<file path="config.mk">
export PLATFORM = sky130hd
export DESIGN_NAME = cic_interp
export DESIGN_NICKNAME = d
export VERILOG_FILES = /design/src/rtl/ds_pkg.sv /design/src/rtl/cic_integrator.sv /design/src/rtl/cic_interp.sv
export SDC_FILE = /design/constraint.sdc
export NUM_CORES = 1
export LEC_CHECK = 0
export CAP_MARGIN = 20
export CORE_ASPECT_RATIO = 0.7
export CORE_UTILIZATION = 60
export DETAILED_ROUTE_END_ITERATION = 7
export HOLD_SLACK_MARGIN = 0.08
export PLACE_DENSITY = 0.81
export SYNTH_ARGS = -nofsm -noshare
export SYNTH_HDL_FRONTEND = slang
export SYNTH_HIERARCHICAL = 1
export SYNTH_SLANG_ARGS = --single-unit
</file>
<file path="constraint.sdc">
create_clock -name clock -period 10.5 [get_ports clock]
set_clock_uncertainty 0.15 [all_clocks]
set_input_delay 2.1 -clock clock [delete_from_list [all_inputs] [get_ports clock]]
set_output_delay 2.1 -clock clock [all_outputs]
set_load 0.1 [all_outputs]
</file>
<file path="src/rtl/ds_pkg.sv">
// Shared constants and helpers for the CIC interpolator slice.
package ds_pkg;

  localparam int IN_W_DEF      = 20;
  localparam int OUT_W_DEF     = 20;
  localparam int RATIO_DEF     = 50;
  localparam int STAGES_DEF    = 3;
  localparam int OUT_SHIFT_DEF = 11;

  localparam logic [1:0] LO_ZERO = 2'b00;
  localparam logic [1:0] LO_POS  = 2'b01;
  localparam logic [1:0] LO_NEG  = 2'b10;

  function automatic int clog2(input int v);
    int r;
    r = 0;
    for (int i = 0; i < 31; i++)
      if ((1 << i) < v) r = i + 1;
    return r;
  endfunction

endpackage

</file>
<file path="src/rtl/cic_integrator.sv">
// One wrapping accumulator stage of the CIC integrator cascade.
module cic_integrator #(
  parameter int W = 38
) (
  input  logic         clock,
  input  logic         reset,
  input  logic [W-1:0] d,
  output logic [W-1:0] q
);

  always_ff @(posedge clock) begin
    if (reset) q <= '0;
    else       q <= q + d;
  end

endmodule

</file>
<file path="src/rtl/cic_interp.sv">
// CIC interpolator: low-rate comb chain, zero-stuffing, high-rate integrators,
// rounded/saturated output. Optional LO mixer enabled by macro CIC_MIX_EN.
module cic_interp
  import ds_pkg::*;
#(
  parameter int IN_W      = IN_W_DEF,
  parameter int OUT_W     = OUT_W_DEF,
  parameter int RATIO     = RATIO_DEF,
  parameter int STAGES    = STAGES_DEF,
  parameter int OUT_SHIFT = OUT_SHIFT_DEF
) (
  input  logic             clock,
  input  logic             reset,
  input  logic [IN_W-1:0]  v_in,
  input  logic             in_valid,
  output logic             in_ready,
  output logic [OUT_W-1:0] interp_o,
  output logic [1:0]       lo_o,
  output logic             underrun
);

  localparam int ACC_W = IN_W + STAGES * clog2(RATIO);
  localparam int PH_W  = clog2(RATIO);
  localparam int RND_W = ACC_W + 1;

  localparam logic signed [RND_W-1:0] HALF    = RND_W'((2 ** OUT_SHIFT) / 2);
  localparam logic signed [RND_W-1:0] SAT_MAX = RND_W'({1'b0, {(OUT_W-1){1'b1}}});
  localparam logic signed [RND_W-1:0] SAT_MIN = ~SAT_MAX;

  logic [PH_W-1:0] phase;
  logic            slot;

  assign slot     = (phase == '0) && !reset;
  assign in_ready = slot;

  // A missed slot still clocks the combs, with a zero sample
  logic [ACC_W-1:0] x;
  assign x = in_valid ? {{(ACC_W-IN_W){v_in[IN_W-1]}}, v_in} : '0;

  logic [STAGES:0][ACC_W-1:0]   comb_c;
  logic [STAGES-1:0][ACC_W-1:0] comb_dly;
  logic [ACC_W-1:0]             comb_out;
  logic                         stuff_vld;

  always_comb begin
    comb_c    = '0;
    comb_c[0] = x;
    for (int k = 0; k < STAGES; k++)
      comb_c[k+1] = comb_c[k] - comb_dly[k];
  end

  always_ff @(posedge clock) begin
    if (reset) begin
      phase     <= '0;
      comb_dly  <= '0;
      comb_out  <= '0;
      stuff_vld <= 1'b0;
      underrun  <= 1'b0;
    end else begin
      phase     <= (phase == PH_W'(RATIO - 1)) ? '0 : phase + PH_W'(1);
      stuff_vld <= slot;
      if (slot) begin
        for (int k = 0; k < STAGES; k++)
          comb_dly[k] <= comb_c[k];
        comb_out <= comb_c[STAGES];
        if (!in_valid) underrun <= 1'b1;
      end
    end
  end

  // Comb result is presented for exactly one high-rate cycle per slot
  logic [STAGES:0][ACC_W-1:0] integ;
  assign integ[0] = stuff_vld ? comb_out : '0;

  for (genvar g = 0; g < STAGES; g++) begin : g_int
    cic_integrator #(.W(ACC_W)) u_int (
      .clock (clock),
      .reset (reset),
      .d     (integ[g]),
      .q     (integ[g+1])
    );
  end

  // One guard bit keeps the rounding add from wrapping
  logic signed [RND_W-1:0] rnd_sum;
  logic signed [RND_W-1:0] rnd;
  logic signed [OUT_W-1:0] filt;

  assign rnd_sum = $signed({integ[STAGES][ACC_W-1], integ[STAGES]}) + HALF;
  assign rnd     = rnd_sum >>> OUT_SHIFT;

  always_comb begin
    filt = rnd[OUT_W-1:0];
    if (rnd > SAT_MAX)      filt = SAT_MAX[OUT_W-1:0];
    else if (rnd < SAT_MIN) filt = SAT_MIN[OUT_W-1:0];
  end

`ifdef CIC_MIX_EN
  logic [1:0]              lo_cnt;
  logic [1:0]              lo_code;
  logic signed [OUT_W-1:0] mixed;

  always_comb begin
    mixed   = '0;
    lo_code = LO_ZERO;
    case (lo_cnt)
      2'd0: begin
        mixed   = filt;
        lo_code = LO_POS;
      end
      2'd2: begin
        // -min is not representable; clamp to max instead
        mixed   = (filt == SAT_MIN[OUT_W-1:0]) ? SAT_MAX[OUT_W-1:0] : -filt;
        lo_code = LO_NEG;
      end
      default: ;
    endcase
  end

  always_ff @(posedge clock) begin
    if (reset) begin
      lo_cnt   <= '0;
      lo_o     <= LO_ZERO;
      interp_o <= '0;
    end else begin
      lo_cnt   <= lo_cnt + 2'd1;
      lo_o     <= lo_code;
      interp_o <= mixed;
    end
  end
`else
  assign lo_o = LO_POS;

  always_ff @(posedge clock) begin
    if (reset) interp_o <= '0;
    else       interp_o <= filt;
  end
`endif

endmodule
</file>
[After elaboration in Yosys (flattened, before gate mapping)]
Index checks and enable logic that the tools add are counted.
Storage, ports and cells
  register bits: 294
  word-level logic and storage cells: 34
Operators by class
  add/subtract/negate cells: 8
  magnitude comparators: 2
  equal/unequal tests: 1
  mux-type cells: 4
  bitwise operators: 1
  reduce and logical (&&, ||, !) cells: 6
Operators with widths (number)
  38-bit adder: 3
  38-bit subtractor: 3
  38-bit two-way mux: 2
  38-bit by 12-bit adder with 39-bit output (second input constant): 1
  28-bit by 20-bit greater-than comparator with 1-bit output (second input constant): 1
  28-bit by 20-bit less-than comparator with 1-bit output (second input constant): 1
  20-bit two-way mux: 1
  19-bit two-way mux: 1
  6-bit by 1-bit adder with 6-bit output (second input constant): 1
  6-bit == test (second input constant): 1
  6-bit logical NOT: 1
  2-bit OR reduction: 2
  2-bit AND reduction: 1
  1-bit logical AND: 1
  1-bit logical NOT: 1
  1-bit inverter: 1

[Longest topological paths before layout]
  depth in word-level cells: 4
  depth in mapped cells: 36
  depth with buffers taken out: 35

[By module]
The synthesis kept the hierarchy.
By module, submodules not included
  cic_interp: instances 1, cells an instance 1477, area an instance 11269.6 µm²
  cic_integrator at g_int[1].u_int ...: instances 2, cells an instance 390, area an instance 3150.5 µm²
  cic_integrator at g_int[0].u_int: instances 1, cells an instance 416, area an instance 3338.2 µm²

[Least setup slack after synthesis]
OpenSTA, ideal clock, no wires.
  path type: input port to flip-flop
  start: input in_valid
  end: register comb_out[37]
  setup time: 182 ps
  arrival time: 8140 ps
  path slack: 2029 ps
  stages on the path: 34
  cells stage by stage: clkbuf_1 -> nand2_1 -> ha_1 -> inv_1 -> fa_1 -> a21o_1 -> a21oi_1 -> o21bai_1 -> a21oi_2 -> o31ai_1 -> a31o_2 -> a41o_1 -> o41ai_1 -> xnor2_1 -> ha_1 -> nand4_1 -> nor3_1 -> a21oi_1 -> nand3_1 -> o31ai_4 -> o21bai_1 -> a21oi_1 -> xnor2_1 -> ha_1 -> or3_1 -> o21ai_0 -> a21oi_1 -> or3b_4 -> a221oi_4 -> o311ai_2 -> a21oi_2 -> xnor2_1 -> xnor2_1 -> a21oi_1
RTL lines
  start: declaration: line cic_interp.sv:15  | input logic in_valid,
  end signal: assignment: line cic_interp.sv:65  | comb_out <= comb_c[STAGES];
  end: declaration: line cic_interp.sv:42  | logic [ACC_W-1:0] comb_out;

==> results_dict.tcl <==
set metrics [dict create \
    synth_cells 2673 \
    hp-class "flip-flop to flip-flop" \
    setup_viol 0 \
    rsz0062_at_grt "no" \
    cpMaxStageDelayCell "or3b_2" \
    finalPower_mw 5.44 \
    drt_first_iter_violations 1813 \
    gp_congestion 0.968 \
    clock_path_buffers 3 \
    synthTopCellsByArea "dfxtp_1, ha_1, a21oi_1" \
    max_slew.worst_pin.slew_ns 1.08 \
    drc 0 \
    fin_util 0.660 \
    top_usage_layer "met1" \
    routed_wirelength_um 54900 \
    ant_nets 0 \
    regArea_um2 5530 \
    async_flop_share 0 \
    use_met3 0.0729 \
    cp-start-kind "input port" \
    r2r_slack_ns 3.12 \
    netlist.top_cell.by_area "dfxtp_1" \
    max_stage_delay_ns 0.47 \
    worstPathRequired_ns 10.76 \
    initial_core_util 0.617 \
    globalRouteOverflowTotal 0 \
    relSlewSlack 0.279 \
    synthesis.nets 2911 \
    fin_nets 2877 \
    die_height_um 158 \
    boundaryPins 47 \
    drt-vias-per-instance 6.11 \
    fillers 2896 \
    grtUsageMet2 0.430 \
    hold_depth 2 \
    hold_ws_ns 0.297 \
    antenna_found_initial 0 \
    crit_arrival_ns 9.52 \
    met1_usage 0.472 \
    ys.flop_type "dfxtp_1" \
    outcome "completed" \
    synth_edf_count 0 \
    grt_max_degree 169 \
    cts.repair.resized 0 \
    cp_max_fo 22 \
    multi_input_area_um2 14100 \
    finalNonFillerCells 3125 \
    reg2reg_depth 32 \
    ys_ff_latch 276 \
    hp-start "comb_out[19]" \
    core.rowCount 56 \
    post_cts_buffers 0 \
    grt_pass1_wl_um 88900 \
    syn_to_final_growth_pct 7.08 \
    grt_pass1_vias 17300 \
    cts_buffers 29 \
    cpMostUsedCell "a21oi_1" \
    max_freq_mhz 108 \
    clk_latency_ns 0.59 \
    critPathKind "input port to flip-flop" \
    syn_area_um2 20900 \
    drv_cap 0 \
    die-area_um2 35600 \
    io_buffers 44 \
    ctsHoldBuffers 0 \
    clock-root-buffer "clkbuf_16" \
    vias 19100 \
    fin_crit_sh 0.881 \
    ys_types 108 \
    ys_warn_count 6 \
    hold_violations 0 \
    drive_gt1_frac 0.0598 \
    irDropWorstVdd_mv 0.256 \
    synth_top_cell_area_share 0.264 \
    powerDensity_nw_per_um2 243 \
    dp_hpwl_um 41200 \
    finalCriticalPeriod_ns 9.25 \
    avgSynthCellArea_um2 7.82 \
    p_leak_nw 9.04 \
    cts_tree "built" \
    htree_num_levels 1 \
    dp.cells 3071 \
    clk_transition_reported_paths_ns 0.06 \
    worstReg2RegStart "comb_dly[0]" \
    ys_seq_area_frac 0.264 \
    coreArea_um2 33900 \
    worst_r2r_endpoint "comb_out[36]" \
    finalMaxSlewViolations 0 \
    wl_per_cell_um 17.6 \
    dr.pass1.iters 8 \
    tns_ns 0 \
    die_w_um 225 \
    hold_end "comb_out[19]" \
    cts_num_sinks 276 \
    critPathCaptureType "flip-flop" \
    grt_use_total 0.306 \
    antenna_cells 0 \
]
-- stage by stage --
step / area (µm²) / worst slack (ns)
after floorplan: 20900 / 2.03
after global placement: 21300 / 1.10
after detailed placement: 21300 / 0.804
after CTS: 22400 / 1.37
after global routing: 22400 / 0.662
final: 22400 / 1.25
-- sequential cells by signal, summed over array words and instances, names as in the netlist --
signal and flops:
interp_o 20, phase 6, underrun 1, comb_dly 96, stuff_vld 1, comb_out 38, g_int.u_int/q 114
-- logic make-up after synthesis --
| logic type | share of synthesized area |
|---|---|
| DFF | 0.264 |
| adders and majority gates | 0.131 |
| AOI/OAI and AO/OA | 0.251 |
| other | 0.000359 |
| muxes | 0.00838 |
| xor gates and xnor gates | 0.0812 |
| buffers and inverters | 0.0612 |
| and+or+nand+nor | 0.203 |
-- critical path, delay by kind of cell --
kind                     cells  cell delay, ns
AO/OA/AOI/OAI               18            3.82
adder cells (fa/ha/maj)      4            1.20
AND/OR/NAND/NOR              7            1.19
buffers and inverters        3            0.67
XOR/XNOR                     3            0.51
-- cell type report --
class                           count  area share
Multi-Input combinational cell   2119       0.630
Sequential cell                   276       0.247
Clock buffer                       37      0.0360
Inverter                          163      0.0274
Tap cell                          464      0.0259
Timing Repair Buffer               50      0.0239
Clock inverter                     16      0.0100
-- synth_stat cells, drive strengths merged (38+ instances only) --
library cell	instances
nor2	240
dfxtp	276
clkbuf	65
xnor2	119
buf	50
nand4	46
a21o	81
ha	209
inv	162
nand3	66
xor2	74
a21oi	286
a211oi	38
o21ai	159
and2	66
nor3	47
nand2	305
-- power by group --
group / internal, mW / switching [mW]
Sequential: 1.25 / 0.116
Clock: 0.666 / 0.465
Combinational: 1.14 / 1.81
-- worst max-delay path by stage --
stage	start	end	slack, ns
2_1_floorplan	in_valid	comb_out[37]	2.03
3_3_place_gp	in_valid	comb_out[37]	1.10
3_5_place_dp	in_valid	comb_out[37]	0.80
4_1_cts	in_valid	comb_out[37]	1.37
5_1_grt	in_valid	comb_out[37]	0.66
6_report	in_valid	comb_out[36]	1.25
-- routing by layer --
metal  wire length (µm)  share of wire
met5                  0              0
met4                678          0.012
met3               4930          0.090
met2              21300           0.39
met1              28000           0.51
-- layout by cell type (no fill, tap or decap), types with 23 or more instances in the layout --
master	n
clkdlybuf4s50_1	43
inv_1	159
nor2_1	238
clkbuf_16	29
a21o_1	78
o21ai_0	131
and2_1	62
nand2b_1	26
dfxtp_1	276
nand4_1	46
o21a_1	33
xnor2_1	118
o21bai_1	28
xor2_1	74
a211oi_1	36
o21ai_1	23
ha_1	209
nor2b_1	29
a31oi_1	30
nand3_1	64
a21oi_1	278
nor3_1	44
nand2_1	302
(Power assumes the default switching activity.)
